--- src/rtl/reg_scoreboard.sv ---
// Scoreboard hazard unit beside decode: tracks pending register writes from fixed-latency
// (countdown) and variable-latency (writeback-completed) ops and stalls dependent issues.
module reg_scoreboard #(
    parameter int NREG    = 32,
    parameter int AW      = $clog2(NREG),
    parameter int MAX_LAT = 3,
    parameter int CW      = $clog2(MAX_LAT + 1),
    parameter int MAX_UNK = 4,
    parameter int UW      = $clog2(MAX_UNK + 1)
) (
    input  logic            clk,
    input  logic            rst,
    input  logic            issue_valid,
    input  logic [AW-1:0]   issue_rs1,
    input  logic            issue_rs1_used,
    input  logic [AW-1:0]   issue_rs2,
    input  logic            issue_rs2_used,
    input  logic [AW-1:0]   issue_rd,
    input  logic            issue_wen,
    input  logic            issue_lat_known,
    input  logic [CW-1:0]   issue_lat,
    input  logic            flushD,
    input  logic            ext_stall,
    input  logic            cmpl_valid,
    input  logic [AW-1:0]   cmpl_rd,
    output logic            stall,
    output logic            issue_fire,
    output logic [NREG-1:0] busy,
    output logic [UW-1:0]   unk_count,
    output logic            err
);

    logic [CW-1:0] r_cnt [NREG];
    logic [NREG-1:0] r_unk;
    logic [UW-1:0]   r_unk_count;
    logic            r_err;

    logic          w_rs1_haz;
    logic          w_rs2_haz;
    logic          w_waw_haz;
    logic          w_cap_haz;
    logic          w_rd_nz;
    logic          w_set_cnt;
    logic          w_set_unk;
    logic          w_cmpl_ok;
    logic [CW-1:0] w_lat;

    always_comb begin
        for (int i = 0; i < NREG; i++) begin
            busy[i] = (r_cnt[i] != '0) || r_unk[i];
        end
    end

    always_comb begin
        w_rd_nz    = issue_rd != '0;
        w_rs1_haz  = issue_rs1_used && (issue_rs1 != '0) && busy[issue_rs1];
        w_rs2_haz  = issue_rs2_used && (issue_rs2 != '0) && busy[issue_rs2];
        w_waw_haz  = issue_wen && w_rd_nz && r_unk[issue_rd];
        w_cap_haz  = issue_wen && !issue_lat_known && (r_unk_count == UW'(MAX_UNK));
        stall      = issue_valid && !flushD && (w_rs1_haz || w_rs2_haz || w_waw_haz || w_cap_haz);
        issue_fire = issue_valid && !flushD && !stall && !ext_stall;
        w_lat      = (int'(issue_lat) > MAX_LAT) ? CW'(MAX_LAT) : issue_lat;
        // A zero latency is fully forwardable, so it must not overwrite an older countdown.
        w_set_cnt  = issue_fire && issue_wen && w_rd_nz && issue_lat_known && (issue_lat != '0);
        w_set_unk  = issue_fire && issue_wen && w_rd_nz && !issue_lat_known;
        w_cmpl_ok  = cmpl_valid && (cmpl_rd != '0) && r_unk[cmpl_rd];
    end

    always_ff @(posedge clk) begin
        if (!rst) begin
            for (int i = 0; i < NREG; i++) begin
                r_cnt[i] <= '0;
            end
            r_unk       <= '0;
            r_unk_count <= '0;
            r_err       <= 1'b0;
        end else begin
            // Entry 0 is never written, so it stays at its reset value of zero.
            for (int i = 1; i < NREG; i++) begin
                if (w_set_cnt && (issue_rd == AW'(i))) begin
                    r_cnt[i] <= w_lat;
                end else if (!ext_stall && (r_cnt[i] != '0)) begin
                    r_cnt[i] <= r_cnt[i] - 1'b1;
                end
                if (w_set_unk && (issue_rd == AW'(i))) begin
                    r_unk[i] <= 1'b1;
                end else if (w_cmpl_ok && (cmpl_rd == AW'(i))) begin
                    r_unk[i] <= 1'b0;
                end
            end
            case ({w_set_unk, w_cmpl_ok})
                2'b10:   r_unk_count <= r_unk_count + 1'b1;
                2'b01:   r_unk_count <= r_unk_count - 1'b1;
                default: r_unk_count <= r_unk_count;
            endcase
            if (cmpl_valid && !w_cmpl_ok) begin
                r_err <= 1'b1;
            end
        end
    end

    assign unk_count = r_unk_count;
    assign err       = r_err;

endmodule

--- config.mk ---
export PLATFORM = sky130hd
export DESIGN_NAME = reg_scoreboard
export DESIGN_NICKNAME = d
export VERILOG_FILES = /design/src/rtl/reg_scoreboard.sv
export SDC_FILE = /design/constraint.sdc
export NUM_CORES = 1
export LEC_CHECK = 0
export CORE_ASPECT_RATIO = 1.2
export CORE_MARGIN = 1.5
export CORE_UTILIZATION = 35
export CTS_CLUSTER_SIZE = 25
export DETAILED_ROUTE_END_ITERATION = 10
export PLACE_DENSITY = 0.54
export SKIP_CTS_REPAIR_TIMING = 1
export SLEW_MARGIN = 20
export SYNTH_ARGS = -nofsm -noshare
export SYNTH_HDL_FRONTEND = slang
export SYNTH_SLANG_ARGS = --single-unit
--- constraint.sdc ---
create_clock -name clk -period 9.1 [get_ports clk]
set_clock_uncertainty 0.1 [all_clocks]
set_input_delay 1.82 -clock clk [delete_from_list [all_inputs] [get_ports clk]]
set_output_delay 1.82 -clock clk [all_outputs]
set_load 0.01 [all_outputs]
# Word-level counts from Yosys, hierarchy flattened

Memories as Yosys holds them, arrays and structs flattened.
Cells that the tools add are included.

Register bits: 35
Memories kept: 1
Bits in writable memories: 64
Word-level logic and storage cells: 801
Output and inout port bits: 38
Bits of input ports: 32

Memory list:

| memory | words | width | rd ports | clocked after memory_dff | write ports | line | source |
|---|---|---|---|---|---|---|---|
| r_cnt  | 32    | 2     | 32       | 0                        | 32          | 33   | `logic [CW-1:0] r_cnt [NREG];` |

$lt $le $gt $ge: 4
$add $sub $neg: 33
Reductions and logical operators: 252
Bitwise gates (word level): 62
Muxes and demuxes: 351
Equality and inequality tests: 65

Operator list:

| operator            | number |
|---|---|
| $mux 1              | 284 |
| $eq 5x5->1 const B  | 32 |
| $logic_and 1x1->1   | 144 |
| $reduce_bool 2->1   | 65 |
| $mux 2              | 62 |
| $eq 5x4->1 const B  | 16 |
| $or 1x1->1          | 62 |
| $sub 2x1->2 const B | 31 |
| $eq 5x3->1 const B  | 8 |
| $logic_or 1x1->1    | 34 |
| $lt 5x6->1 const B  | 4 |
| $bmux 1 s5          | 4 |
| $eq 5x2->1 const B  | 4 |
| $reduce_bool 5->1   | 4 |
| $eq 5x1->1 const B  | 2 |
| $pmux 3 s2          | 1 |
| $logic_not 1->1     | 5 |
| $add 3x1->3 const B | 1 |
| $eq 3x3->1 const B  | 1 |
| $sub 3x1->3 const B | 1 |
| $eq 2x1->1 const B  | 1 |
| $eq 2x2->1 const B  | 1 |

# Longest topological paths before layout

An unclocked memory read counts as a cell.

Word-level depth: 23
Mapped depth: 16
Depth with buffers taken out: 15

# Least setup slack after synthesis

Ideal clock, no wire load.

Kind: input to output
Start: in issue_rs1[0]
End: out issue_fire
Arrival: 4.009 ns
Cell stages on the path: 6
Path slack: 3.171 ns
Buffers on the path: 1
Data required time: 7.180 ns
Cell sequence: buf_6 -> mux4_2 -> mux4_2 -> a311oi_4 -> and3_1 -> nor3b_1

Longest elaborated chain between the ends: 10
Elaborated cells between the ends (all ways): 12
Classes of those cells: 2 x mux; 10 x reduce/logical

Ends and longest elaborated chain:

| what                                                              | line | source |
|---|---|---|
| from (decl)                                                       | 14   | `input logic [AW-1:0] issue_rs1,` |
| $bmux 1 s5 or $reduce_bool 5->1 (tied branches)                   | 56   | `w_rs1_haz = issue_rs1_used && (issue_rs1 != '0) && busy[issue_rs1];` |
| $mux 1 (not written as such) or $logic_and 1x1->1 (tied branches) | 56   |  |
| $logic_and 1x1->1 *                                               | 56   |  |
| $logic_or 1x1->1 * (3 in a row)                                   | 60   | `stall = issue_valid && !flushD && (w_rs1_haz \|\| w_rs2_haz \|\| w_waw_haz \|\| w_cap_haz);` |
| $logic_and 1x1->1 *                                               | 60   |  |
| $logic_not 1->1 *                                                 | 61   | `issue_fire = issue_valid && !flushD && !stall && !ext_stall;` |
| $logic_and 1x1->1 * (2 in a row)                                  | 61   |  |
| to (decl)                                                         | 27   | `output logic issue_fire,` |

Every way passes the cells marked *; elsewhere a longest branch is shown, timed or not. The select of a mux whose other input is x is not followed.

# Worst setup path after layout

Same ends and word-level chain as after synthesis.

==> run summary <==
The H-tree was split into 3 levels. The type of destination of the critical path is a primary output. After clock tree synthesis, the clock-pin slew on the worst setup and hold paths is about 0.070 ns.

The total CTS buffers is 9. The total length of routed wires is between 20000 and 25000 um. The share of the clock period used by the worst path came out at about four fifths.

The maximum number of pins on one net before global-route repair is between 70 and 80. The fraction of registers with async set/reset is 0%. The worst hold slack came out at about 0.41 ns.

Ranked by total cell area, the synthesized netlist is headed by sky130_fd_sc_hd__edfxtp_1 (26%), sky130_fd_sc_hd__dfxtp_1 (9.8%), sky130_fd_sc_hd__mux2i_1 (7.7%), sky130_fd_sc_hd__mux4_2 (7.0%), sky130_fd_sc_hd__ha_1 (5.6%). The post-detailed-placement half-perimeter wirelength came out at approximately 18000 um. The portion of synthesized cell area occupied by the leading cell type is 26.14%. The port buffer count is 68. The most critical setup path has its startpoint at issue_rs1[0]. The clock power share is 32.8%. VDD sags by at most between 0.08 and 0.09 mV. Summing all flip-flop and latch instances after layout gives between 2000 and 3000 sq um. The final route contains 6145 vias. After layout, the design draws a total of approximately 0.0012 W. The first-pass GRT wire length is about 37000 um. The cell family with the largest share of critical-path delay is buffers and inverters. The leading register cell type out of synthesis is sky130_fd_sc_hd__edfxtp_1. In the synthesized netlist, the cells that appear most often are sky130_fd_sc_hd__inv_1 (70), sky130_fd_sc_hd__o21ai_0 (68), sky130_fd_sc_hd__edfxtp_1 (62), sky130_fd_sc_hd__mux2i_1 (55), sky130_fd_sc_hd__o211ai_1 (43). In this run the worst path has a maximum fanout of 12. For this run, the number of Yosys warnings is 0. After floorplanning, the core was sized to cover about 20000 sq um. The number of buffers and inverters on the critical path is 2. The number of cells on the worst reg-to-reg path is 14. The number of endpoints with negative hold slack in the final report is 0. The via count of the first global-routing pass is roughly 6200. The number of synthesized flops with an enable pin is 62. The highest clock frequency the design can meet came out at between 100 and 150 MHz.

The average instance in the mapped netlist occupies between 9 and 10 sq um. Counting every sink on the clock net gives 97. The clock root buffer is sky130_fd_sc_hd__clkbuf_16. The weighted congestion at the end of routability-driven global placement is about 0.94. Setup repair after global routing left no endpoint under its margin. The combinational cell fraction of total power came out at 25.1%. The die extent in y came out at between 150 and 200 um. The area growth from synthesis to layout is 15.76%. Summing all multi-input logic gate instances after layout gives 4069 sq um. The number of remaining DRC errors is 0. The routed via count divided by cell count is around 5.9. The path class of the tightest hold or removal check is reg -> reg. The setup check on the worst reg-to-reg path leaves a slack of 4.64 ns.

The flow ran to the end, and the final reports show no timing, DRC or antenna violations. The combined global-route utilization of all metal layers is between 20% and 30%. The number of placed I/O pins is 70. The mapped cell area came out at between 7000 and 8000 sq um. The worst register-to-register path begins at r_cnt[1][2]. The wire length per cell after detailed routing came out at ~23 um. The maximum buffer depth of the clock tree is 2. The initial core utilization is ~35%. The slowest stage of the critical path is the sky130_fd_sc_hd__clkdlybuf4s50_1 cell. The data arrival time of the worst path came out at roughly 5.5 ns. The largest single stage delay on the critical path is approximately 0.8 ns. The number of max-cap violations came out at 0. The gate count after technology mapping came out at 731. The total negative slack for setup checks is 0 ns. The die width is 133.2 um. The instance count on the critical path came out at 7. The worst setup path is launched from an input pin.

The number of DRC violations after detailed-routing iteration 0 is 535. The final critical-path required period came out at 7.374 ns. The critical path ends at issue_fire. Clock latency on the worst-skew pair, taken at its later pin, is about 0.37 ns. Walking the worst path, the cells encountered are clkdlybuf4s50_1 -> mux4_2 -> mux4_2 -> a311oi_4 -> and3_1 -> nor3b_1 -> clkdlybuf4s50_1. The synthesized netlist net count is a little under 800. In this run the power density over the cells is approximately 150 nW/um^2.

The switching share of power is between 30 and 40%. The sequential area share after synthesis is a little over a third. The setup path with the least slack is of type in -> out.

Per report_power, the sequential group accounts for 42.1% of the total. The required arrival time at the worst endpoint is 7.18 ns. The filler cells instantiated in the layout total 2015. The total count of max-transition violations in the final report is 0. Setup violations remaining at the end of the flow were counted as 0. The relative max-transition margin came out at 35.62%.

The overall die area came out at 21220 sq um. The fraction of final layout cells sized beyond drive strength 1 is 10.04%. The CTS tree is done.

The residual antenna-violating net count after detailed routing is 0. In this run the critical register-to-register path is captured at unk_count[2]. The number of nets at the end of the flow came out at roughly 830. The net switching power is ~0.00037 W. The synthesized flop and latch total came out at 97. The initial antenna violation count came to 1. The worst-margin pin slew came out at just under 1 ns. The static leakage power is about 3.1 nW.

The distinct cell type count of the synthesized netlist is 63. The overflow left after global routing came out at 0. The internal portion of the total power is approximately 0.00086 W.

The first detailed-routing pass took 5 iterations. The placement row count is 57. The largest total area in the synthesized netlist belongs to sky130_fd_sc_hd__edfxtp_1.

Yosys instantiated no cell more often than sky130_fd_sc_hd__inv_1.
-- stage by stage --
stage / area (sq um) / utilization [%] / cells / setup WS [ns]
after floorplan: 7123 / - / 731 / 3.171
after global placement: 7939 / 39.47 / 1016 / 1.763
after detailed placement: 7939 / 39.47 / 1016 / 1.743
after CTS: 8243 / 40.99 / 1032 / 1.743
after global routing: 8243 / 40.99 / 1032 / 1.516
final: 8245 / 41.00 / 1033 / 1.726
-- layout make-up --
type / count / share of cell area, %
inverter: 70 / 3.187
clock buffer: 10 / 2.898
multi-input combinational: 511 / 49.35
clock inverter: 6 / 0.7891
timing repair buffer: 73 / 8.649
sequential: 97 / 31.08
tap: 265 / 4.021
antenna: 1 / 0.03035
-- worst min-delay path by stage --
stage | startpoint | to | cells after the start
after floorplan | r_unk[3] | r_unk[3] | 2
after global placement | err | err | 2
after detailed placement | err | err | 2
after CTS | err | err | 2
after global routing | r_unk[28] | r_unk[28] | 2
final | err | err | 2
-- metal layers --
layer | global-route usage (%) | vias up | wire (um)
met1 | 28.49 | 3015 | 9825
met2 | 39.75 | 239 | 11720
met4 | 8.844 | 0 | 814
met3 | 3.980 | 57 | 1298
met5 | 0 | - | 0
li1 | - | 2834 | -
-- flip-flops by register name, indices dropped and copies added, names as in the netlist --
name	flops
r_cnt	62
r_unk	31
unk_count	3
err	1
-- power by group through the flow --
stage	Clock [W]	Combinational [W]	Sequential [W]
3_5_place_dp	0	0.000308	0.000529
4_1_cts	0.000407	0.000310	0.000519
3_3_place_gp	0	0.000299	0.000527
6_report	0.000403	0.000309	0.000519
5_1_grt	0.000427	0.000338	0.000523
2_1_floorplan	0	0.000185	0.000525
-- kinds of logic after synthesis --
logic type | after synthesis | share of synthesized area, %
muxes | 80 | 15.16
adders and majority gates | 33 | 5.902
DFF | 97 | 35.97
buffers and inverters | 123 | 6.903
xor gates and xnor gates | 2 | 0.2460
and+or+nand+nor | 212 | 17.23
other | 1 | 0.05265
AOI/OAI and AO/OA | 183 | 18.53
-- cell usage in the layout (no fill, tap or decap), drive strengths merged, types with 10 or more instances in the layout --
cell type / synthesis / final
ha: 32 / 32
nor3: 22 / 22
inv: 70 / 71
o21ai: 69 / 69
edfxtp: 62 / 62
or3: 22 / 22
o221ai: 14 / 14
o31ai: 13 / 13
clkbuf: 41 / 10
dfxtp: 35 / 35
nor2b: 10 / 10
o211ai: 43 / 43
mux2i: 55 / 55
clkdlybuf4s50: 0 / 67
nor2: 24 / 24
nand2: 29 / 29
nand3b: 10 / 10
nand2b: 40 / 40
or2: 16 / 16
mux4: 22 / 22
-- tightest hold or removal path, stage by stage (launching register included) --
cell                      delay (ns)
sky130_fd_sc_hd__dfxtp_1        0.33
sky130_fd_sc_hd__a21oi_1        0.04
sky130_fd_sc_hd__nor2b_1        0.10
Power figures use the tool's default switching activity.
